**src/rtl/axi_mm_beat_capture.sv**
```systemverilog
// Passive AXI-MM beat monitor: captures first/last beat of one burst, checks its length, counts bursts.
// All outputs registered, updated 1 cycle after the beat; never drives VALID/READY, so no backpressure.
module axi_mm_beat_capture #(
    parameter int DATA_WIDTH = 128,
    parameter int LEN_WIDTH  = 8
) (
    input  logic                  clk,
    input  logic                  rst,
    input  logic                  clr,
    input  logic                  capture_en,
    input  logic [LEN_WIDTH-1:0]  expected_len,
    input  logic                  s_valid,
    input  logic                  s_ready,
    input  logic [DATA_WIDTH-1:0] s_data,
    input  logic                  s_last,
    output logic [DATA_WIDTH-1:0] data_first,
    output logic                  data_first_valid,
    output logic [DATA_WIDTH-1:0] data_last,
    output logic                  data_last_valid,
    output logic [LEN_WIDTH:0]    beat_cnt,
    output logic [15:0]           burst_cnt,
    output logic                  len_error
);

    typedef enum logic [1:0] {
        IDLE  = 2'd0,
        BURST = 2'd1,
        DONE  = 2'd2
    } state_t;

    localparam logic [LEN_WIDTH:0] CNT_MAX   = '1;
    localparam logic [15:0]        BURST_MAX = 16'hFFFF;

    state_t                  state, state_nxt;
    logic [DATA_WIDTH-1:0]   data_first_nxt, data_last_nxt;
    logic                    data_first_valid_nxt, data_last_valid_nxt;
    logic [LEN_WIDTH:0]      beat_cnt_nxt;
    logic [15:0]             burst_cnt_nxt;
    logic                    len_error_nxt;

    logic                    beat;
    logic [LEN_WIDTH:0]      exp_beats;
    logic [LEN_WIDTH:0]      cnt_inc;

    assign beat      = s_valid & s_ready & capture_en;
    assign exp_beats = {1'b0, expected_len} + (LEN_WIDTH+1)'(1);

    // Count of the burst including the current beat, saturating rather than wrapping.
    always_comb begin
        cnt_inc = (LEN_WIDTH+1)'(1);
        if (state != IDLE) begin
            cnt_inc = (beat_cnt == CNT_MAX) ? beat_cnt : beat_cnt + (LEN_WIDTH+1)'(1);
        end
    end

    always_comb begin
        state_nxt            = state;
        data_first_nxt       = data_first;
        data_first_valid_nxt = data_first_valid;
        data_last_nxt        = data_last;
        data_last_valid_nxt  = data_last_valid;
        beat_cnt_nxt         = beat_cnt;
        burst_cnt_nxt        = burst_cnt;
        len_error_nxt        = len_error;

        if (beat) begin
            if (s_last && (burst_cnt != BURST_MAX)) begin
                burst_cnt_nxt = burst_cnt + 16'd1;
            end
            // DONE freezes the capture; only burst_cnt keeps tracking traffic.
            if (state != DONE) begin
                beat_cnt_nxt = cnt_inc;
                if (state == IDLE) begin
                    data_first_nxt       = s_data;
                    data_first_valid_nxt = 1'b1;
                    state_nxt            = BURST;
                end
                if (s_last) begin
                    data_last_nxt       = s_data;
                    data_last_valid_nxt = 1'b1;
                    state_nxt           = DONE;
                    if (cnt_inc != exp_beats) begin
                        len_error_nxt = 1'b1;
                    end
                end else if (cnt_inc > exp_beats) begin
                    len_error_nxt = 1'b1;
                end
            end
        end

        // Re-arm wins over a coincident beat.
        if (clr) begin
            state_nxt            = IDLE;
            data_first_nxt       = '0;
            data_first_valid_nxt = 1'b0;
            data_last_nxt        = '0;
            data_last_valid_nxt  = 1'b0;
            beat_cnt_nxt         = '0;
            burst_cnt_nxt        = '0;
            len_error_nxt        = 1'b0;
        end
    end

    always_ff @(posedge clk or posedge rst) begin
        if (rst) begin
            state <= IDLE;
        end else begin
            state <= state_nxt;
        end
    end

    always_ff @(posedge clk or posedge rst) begin
        if (rst) begin
            data_first       <= '0;
            data_first_valid <= 1'b0;
            data_last        <= '0;
            data_last_valid  <= 1'b0;
            beat_cnt         <= '0;
            burst_cnt        <= '0;
            len_error        <= 1'b0;
        end else begin
            data_first       <= data_first_nxt;
            data_first_valid <= data_first_valid_nxt;
            data_last        <= data_last_nxt;
            data_last_valid  <= data_last_valid_nxt;
            beat_cnt         <= beat_cnt_nxt;
            burst_cnt        <= burst_cnt_nxt;
            len_error        <= len_error_nxt;
        end
    end

endmodule

```
**config.mk**
```make
export PLATFORM = sky130hd
export DESIGN_NAME = axi_mm_beat_capture
export DESIGN_NICKNAME = d
export VERILOG_FILES = /design/src/rtl/axi_mm_beat_capture.sv
export SDC_FILE = /design/constraint.sdc
export NUM_CORES = 1
export LEC_CHECK = 0
export ABC_AREA = 1
export BUFFER_PORTS_ARGS = -buffer_cell sky130_fd_sc_hd__buf_4
export CORE_ASPECT_RATIO = 0.6
export CORE_MARGIN = 4
export CORE_UTILIZATION = 50
export DETAILED_ROUTE_END_ITERATION = 10
export PLACE_DENSITY = 0.9
export SYNTH_ARGS = -nofsm -noshare
export SYNTH_HDL_FRONTEND = slang
export SYNTH_SLANG_ARGS = --single-unit
```
**constraint.sdc**
```tcl
create_clock -name clk -period 10.3 [get_ports clk]
set_input_delay 0.515 -clock clk [delete_from_list [all_inputs] [get_ports clk]]
set_output_delay 0.515 -clock clk [all_outputs]
set_load 0.01 [all_outputs]
```
==> summary.txt, run 1 <==
Power and ir drop
  – Power Total: 2.952 mW
  – Switch Pwr: 0.8706 mW
  – Net Sw Frac: 0.2949
  – Total power per unit cell area: 180.4 nW/um^2
  – Proportion of power drawn by flip-flops and latches: 0.456
  – Static Leakage: 8.407 nW
  – Part of the power in the clock network: 0.334
  – Peak supply drop: 0.1542 mV
  – Logic pwr share: 0.211
  – Design internal power: 2.081 mW

Place
  – Half-perimeter wire length after detailed placement: 26,790 um
  – Setup WS pre-CTS: 6.766 ns
  – Total of buffers placed on input and output ports: 426
  – Routability congestion estimate from global placement: approximately 0.9
  – Cells after DPL: 1,950

GRT
  – Number of global-route vias before repair: 11,190
  – Global-route wire length before repair: between 60,000 and 70,000 um
  – Largest net degree at the start of global routing: between 150 and 200
  – Overall overflow remaining after global route: 0
  – Overall routing resource usage: 0.2846
  – Initial antenna violation count: 0

Floorplanning
  – Total number of placement rows: 44
  – Core area: between 20,000 and 25,000 sq um
  – Number of top-level pins: 427
  – Die height: 129.2 um
  – Effective utilization at floorplan: 0.5075
  – Chip Width: 210.0 um
  – Area enclosed by the die boundary: between 20,000 and 30,000 sq um

Worst setup path
  – Reg-to-reg slack, setup: around 7.6 ns
  – Critical Path AT: 3.40 ns
  – Worst-path maximum fanout: 130
  – Critical Setup Path Class: input port to flop
  – Req. time, crit path: 10.66 ns
  – Critical path startpoint category: input port
  – Type of destination of the critical path: flop

Clock tree
  – Buffers inserted during post-CTS setup optimization: 0
  – Clock insertion delay at the later pin of the skew report: 0.53 ns
  – CTS tree: built
  – TritonCTS Buffers: 27
  – Quantity of gates resized following cts: 0
  – Register clock-pin slew on the reported worst setup and hold paths: 0.07 ns
  – TritonCTS sink count: 286
  – Number of hold buffers added after cts: 0
  – Cell at the root of the clock tree: sky130_fd_sc_hd__clkbuf_16
  – Maximum root-to-sink buffer count: 3
  – H-tree levels: 1

Synthesis
  – Share of Yosys cell area claimed by the top area cell type: 0.5848
  – Number of nets in the synthesized netlist: approximately 1,400
  – Proportion of register bits with asynchronous set or reset after synthesis: 1.000
  – List of most frequent post-synthesis cells: sky130_fd_sc_hd__o21ai_0, sky130_fd_sc_hd__dfrtp_1, sky130_fd_sc_hd__inv_1
  – Sequential share of the synthesized area: 0.5848
  – Leading post-synthesis cells by cell area: sky130_fd_sc_hd__dfrtp_1, sky130_fd_sc_hd__o21ai_0, sky130_fd_sc_hd__nand3_1, sky130_fd_sc_hd__inv_1, sky130_fd_sc_hd__o21ai_2
  – Number of storage elements in the synthesis netlist: between 200 and 300
  – Avg Synthesized Cell Area: 9.539 sq um
  – Count of warnings emitted by yosys: 0
  – Post-synthesis instance total: approximately 1,300
  – Most common cell in the netlist: sky130_fd_sc_hd__o21ai_0
  – Cell type with the largest total area after synthesis: sky130_fd_sc_hd__dfrtp_1
  – Top_reg_cell synth: sky130_fd_sc_hd__dfrtp_1
  – Count of flip-flops with a built-in enable after synthesis: 0
  – Number of distinct library cell variants in the gate-level netlist after synthesis: 34
  – Post-Syn Area: 12,240 sq um

Outcome
  – Status: finished, final reports clean

Route
  – Final WL: 40,200 um
  – Vias: 11,363
  – Detailed router's first-iteration violation count: between 1,000 and 1,500
  – Via-per-instance ratio: between 5 and 6
  – Remaining antenna violation count: 0
  – Wire length per cell: ~20 um
  – DRC violation count after routing: 0
  – TritonRoute pass-1 iters: 5

Finish
  – Number of inserted filler cells in the final layout: 1,777
  – Fraction of layout cells with a size suffix above 1: 0.3258
  – Filler-free cell count of the finished design: between 1,500 and 2,000
  – Layout Nets: 1,812
  – Number of antenna diodes: 0
  – Area delta synth->final: 33.74%

Flow run
  – Max_cap viols: 0

STA
  – Fmax: 0.3295 GHz
  – Final hold violation count: 0
  – Post-route worst setup slack: 7.265 ns
  – Rel. slew slack: 0.3004
  – Period minus WS final: 3.035 ns
  – Count of final max-slew check failures: 0
  – Transition time at the pin with the least slew margin: 1.049 ns
  – Unrepaired setup endpoints after global routing: no
  – Fraction of the cycle the final worst path needs: 0.2947
  – Total negative slack: 0 ns
  – Clock skew after layout: 0.005410 ns
  – Setup Viol. Count Final: 0
  – Hold slack final: ~0.12 ns

Worst hold path
  – Type of the tightest min-delay check: input port to async pin
[flip-flops by register name, indices dropped and copies added (netlist names)]
signal            cells
data_first          128
len_error             1
state                 2
data_last_valid       1
burst_cnt            16
data_last           128
data_first_valid      1
beat_cnt              9
[worst paths after layout]
path,from,endpoint,depth (start not counted)
max in group asynchronous,rst,data_last[15],3
worst min-delay path,rst,data_first[106],2
worst min register to register,data_first[41],data_first[41],2
worst max-delay path,clr,data_last[33],7
worst max register to register,beat_cnt[0],len_error,17
min in group clk,s_data[73],data_last[73],3
[worst max-delay path, cell delays in order]
cell                      delay [ns]
sky130_fd_sc_hd__buf_4          0.16
sky130_fd_sc_hd__inv_4          0.60
sky130_fd_sc_hd__nand2_1        0.33
sky130_fd_sc_hd__nand2_4        0.64
sky130_fd_sc_hd__nor2_4         0.10
sky130_fd_sc_hd__nand2_8        0.74
sky130_fd_sc_hd__o21ai_0        0.23
[through the flow]
stage	area, sq um	utilization
CTS	16370	0.6788
finish	16370	0.6788
global placement	15490	0.6424
global route	16370	0.6788
detailed placement	15490	0.6424
floorplan	12240	-
[power by group through the flow]
| stage | sequential [mW] | combinational (mW) | clock (mW) |
|---|---|---|---|
| 2_1_floorplan | 1.41 | 0.218 | 0 |
| 3_5_place_dp | 1.36 | 0.620 | 0 |
| 4_1_cts | 1.34 | 0.624 | 1.00 |
| 3_3_place_gp | 1.35 | 0.601 | 0 |
| 5_1_grt | 1.36 | 0.672 | 1.05 |
| 6_report | 1.34 | 0.623 | 0.985 |
[layer usage]
layer	wire [um]	vias to the layer above	share of wire	GRT usage
li1	-	5047	-	-
met1	15540	5558	0.39	0.3809
met2	19060	668	0.47	0.4662
met3	4429	90	0.11	0.08323
met4	1165	0	0.029	0.06940
met5	0	-	0	0
[logic make-up after synthesis]
family	after synthesis	share of synthesized area
AOI/OAI and AO/OA	421	0.1890
xor gates and xnor gates	14	0.01002
adders and majority gates	12	0.01227
buffers and inverters	256	0.08854
DFF	286	0.5848
and+or+nand+nor	294	0.1153
[cells in the final DEF (no fill, tap or decap), types with 2 or more instances in the layout]
| cell type | n |
|---|---|
| sky130_fd_sc_hd__buf_4 | 433 |
| sky130_fd_sc_hd__o21ai_0 | 301 |
| sky130_fd_sc_hd__dfrtp_1 | 286 |
| sky130_fd_sc_hd__inv_1 | 165 |
| sky130_fd_sc_hd__nand3_1 | 152 |
| sky130_fd_sc_hd__nand2_1 | 74 |
| sky130_fd_sc_hd__o21ai_1 | 54 |
| sky130_fd_sc_hd__o21ai_2 | 50 |
| sky130_fd_sc_hd__clkbuf_16 | 27 |
| sky130_fd_sc_hd__nor2_1 | 25 |
| sky130_fd_sc_hd__nand4_1 | 15 |
| sky130_fd_sc_hd__ha_1 | 12 |
| sky130_fd_sc_hd__clkbuf_8 | 10 |
| sky130_fd_sc_hd__a21oi_1 | 9 |
| sky130_fd_sc_hd__nor3_1 | 9 |
| sky130_fd_sc_hd__xor2_1 | 9 |
| sky130_fd_sc_hd__xnor2_1 | 5 |
| sky130_fd_sc_hd__clkbuf_1 | 4 |
| sky130_fd_sc_hd__clkinv_2 | 4 |
| sky130_fd_sc_hd__nor2_2 | 3 |
| sky130_fd_sc_hd__nand3b_1 | 3 |
| sky130_fd_sc_hd__or2_2 | 3 |
| sky130_fd_sc_hd__nor2_4 | 2 |
| sky130_fd_sc_hd__nand2_2 | 2 |
| sky130_fd_sc_hd__inv_8 | 2 |
| sky130_fd_sc_hd__o31ai_1 | 2 |
| sky130_fd_sc_hd__a31o_2 | 2 |
[layout make-up]
cell class	instances	area (sq um)	share of cell area
flip-flops and latches	286	7157	0.4373
clock buffers	41	828.3	0.05061
multi-input cells	741	4024	0.2459
repair buffers	434	3271	0.1998
inverters	167	636.9	0.03891
well taps	322	402.9	0.02462
clock inverters	7	47.55	0.002905
(Power assumes the default switching activity.)
==> run 2, diff against run 1 <==
- CORE_UTILIZATION: 50 -> 45
- PLACE_DENSITY: 0.9 -> 0.86
- clock period: 10.3 -> 2.5 ns (I/O delays scaled with it)
==> run 2 against run 1 <==
  * Final cell count rose by 9.7%
  * Sequential power grew to 4.1 times the previous value
  * Global-route usage is 0.96 points higher
  * Final area is 10% higher
  * Core utilization is 0.094 points lower
  * Critical path depth grew 6
  * Critical endpoint is now len_error
==> summary.txt, run 2 (synthesis results as in run 1) <==
STA
  – Transition time at the pin with the least slew margin: 0.7927 ns (-0.2567 ns)
  – Hold slack final: 0.06899 ns (-0.05230 ns)
  – Setup Viol. Count Final: 0 (unchanged)
  – Fraction of the cycle the final worst path needs: 0.9602
  – Period minus WS final: 2.400 ns
  – Count of final max-slew check failures: 0 (unchanged)
  – Post-route worst setup slack: 0.09952 ns (-7.165 ns)
  – Final hold violation count: 0 (unchanged)
  – Total negative slack: 0 ns (unchanged)
  – Fmax: 0.4166 GHz
  – Clock skew after layout: 0.02194 ns (+0.01653 ns)
  – Rel. slew slack: 0.4715 (+0.1711)

GRT
  – Global-route wire length before repair: 71,260 um (+15%)
  – Number of global-route vias before repair: 12,375 (+11%)
  – Initial antenna violation count: 2 (+2)
  – Largest net degree at the start of global routing: 130 (-22%)
  – Overall routing resource usage: 0.2941 (+0.009565)
  – Overall overflow remaining after global route: 0 (unchanged)

Floorplanning
  – Core area: 26,590 sq um (+10%)
  – Die height: 135.7 um (+5.1%)
  – Total number of placement rows: 46 (+4.5%)
  – Area enclosed by the die boundary: 29,990 sq um (+11%)
  – Number of top-level pins: 427 (unchanged)
  – Chip Width: 220.9 um (+5.2%)
  – Effective utilization at floorplan: 0.4602 (-0.04728)

Route
  – Remaining antenna violation count: 0 (unchanged)
  – Vias: 12,350 (+8.7%)
  – Via-per-instance ratio: 5.637 (-0.89%)
  – Wire length per cell: 20.99 um (+4.4%)
  – TritonRoute pass-1 iters: 9 (+4)
  – Detailed router's first-iteration violation count: 1,272 (+8.1%)
  – DRC violation count after routing: 0 (unchanged)
  – Final WL: 46,000 um (+14%)

Worst setup path
  – Critical path startpoint category: flop
  – Critical Path AT: 2.83 ns (-0.57 ns)
  – Req. time, crit path: 2.93 ns (-7.73 ns)
  – Type of destination of the critical path: flop
  – Reg-to-reg slack, setup: 0.1 ns (-7.52 ns)
  – Critical Setup Path Class: flop to flop
  – Worst-path cell chain: inv_1, nor2_2, nand3_2, nor2_4, nand4_1, and3_1, ha_1, nand2_1, nor2_2, nand3b_1, or2_2, nand4_1, nand2_1
  – CP max stage cell: sky130_fd_sc_hd__dfrtp_1
  – Worst stage delay on the critical path: 0.38 ns (-0.36 ns)
  – Worst-path maximum fanout: 4 (-97%)

Finish
  – Filler-free cell count of the finished design: 2,191 (+9.7%)
  – Registers with the most flip-flops: data_first (128), data_last (128), burst_cnt (16)
  – Post-route core utilization: 0.6778 (-0.0009380)
  – Commonest non-fill, non-tap cell in the layout: sky130_fd_sc_hd__buf_4
  – Leading cell types in the layout, fill and taps excluded: sky130_fd_sc_hd__buf_4, sky130_fd_sc_hd__o21ai_0, sky130_fd_sc_hd__dfrtp_1
  – Area delta synth->final: 47.28%
  – Final design area excluding fillers: 18,020 sq um (+10%)
  – Fraction of layout cells with a size suffix above 1: 0.3160 (-0.009756)
  – Layout Nets: 1,963 (+8.3%)

Place
  – Total of buffers placed on input and output ports: 426 (unchanged)
  – Setup WS pre-CTS: -0.01631 ns (-6.783 ns)
  – Routability congestion estimate from global placement: 0.9233 (about the same)
  – Placed standard-cell area: 15,720 sq um (+1.5%)
  – Cells after DPL: 2,004 (+2.8%)
  – Half-perimeter wire length after detailed placement: 27,760 um (+3.6%)

Power and ir drop
  – Total power per unit cell area: 704.6 nW/um^2 (+290%)
  – Static Leakage: 9.078 nW (+8.0%)
  – Peak supply drop: 0.5588 mV (+260%)
  – Power Total: 12.70 mW (+330%)

Clock tree
  – CTS tree: built
  – TritonCTS sink count: 286 (unchanged)
  – Register clock-pin slew on the reported worst setup and hold paths: 0.06 ns (about the same)
  – H-tree levels: 1 (unchanged)
  – TritonCTS Buffers: 27 (unchanged)
  – Cell at the root of the clock tree: sky130_fd_sc_hd__clkbuf_16
  – Maximum root-to-sink buffer count: 3 (unchanged)
  – Clock insertion delay at the later pin of the skew report: 0.56 ns (+0.03 ns)

Flow run
  – Max_cap viols: 0 (unchanged)

Worst hold path
  – Type of the tightest min-delay check: input port to flop

Outcome
  – Status: finished, final reports clean
==> run 2: cell type report <==
type / count / area (sq um)
Multi-Input combinational cell: 741 / 4068
Sequential cell: 286 / 7161
Clock inverter: 7 / 68.82
Fill cell: 1854 / 8567
Timing Repair Buffer: 585 / 4792
Clock buffer: 43 / 845.8
Inverter: 167 / 633.1
Antenna cell: 2 / 5.005
Tap cell: 360 / 450.4
==> run 2: routing by layer <==
metal	wire [um]	GRT usage	vias up
li1	-	-	5345
met1	17200	0.3738	6003
met2	21660	0.4777	815
met3	4922	0.09246	185
met4	2211	0.1136	2
met5	11	0	-
==> run 2: path summary, 6_finish.rpt <==
check | from | to | depth (start not counted)
worst max-delay path | beat_cnt[4] | len_error | 13
worst min-delay path | s_last | len_error | 5
worst max register to register | beat_cnt[4] | len_error | 13
worst min register to register | data_last[26] | data_last[26] | 2
max in group asynchronous | rst | data_last[20] | 4
min in group asynchronous | rst | data_first[54] | 3
==> run 2: where the power goes <==
group	leakage, nW	switching, mW	internal [mW]	total (mW)
Clock	0.448	1.84	2.42	4.26
Sequential	3.80	0.371	5.18	5.55
Combinational	4.83	1.59	1.29	2.89
Total	9.08	3.81	8.89	12.7
==> run 2: worst max-delay path: cells and delay by family (launching register included) <==
kind          cells  cell delay, ns
fa+ha+maj         1            0.29
buf+inv           1            0.09
flops             1            0.38
simple gates     11            1.52
==> run 2: what timing repair did <==
item,4_1_cts,5_1_grt
setup buffers,0,5
hold buffers,130,0
hold endpoints to repair,278,0
pin swaps,0,2
cloned,0,0
endpoints found under the setup margin,1,1
resized for setup,1,12
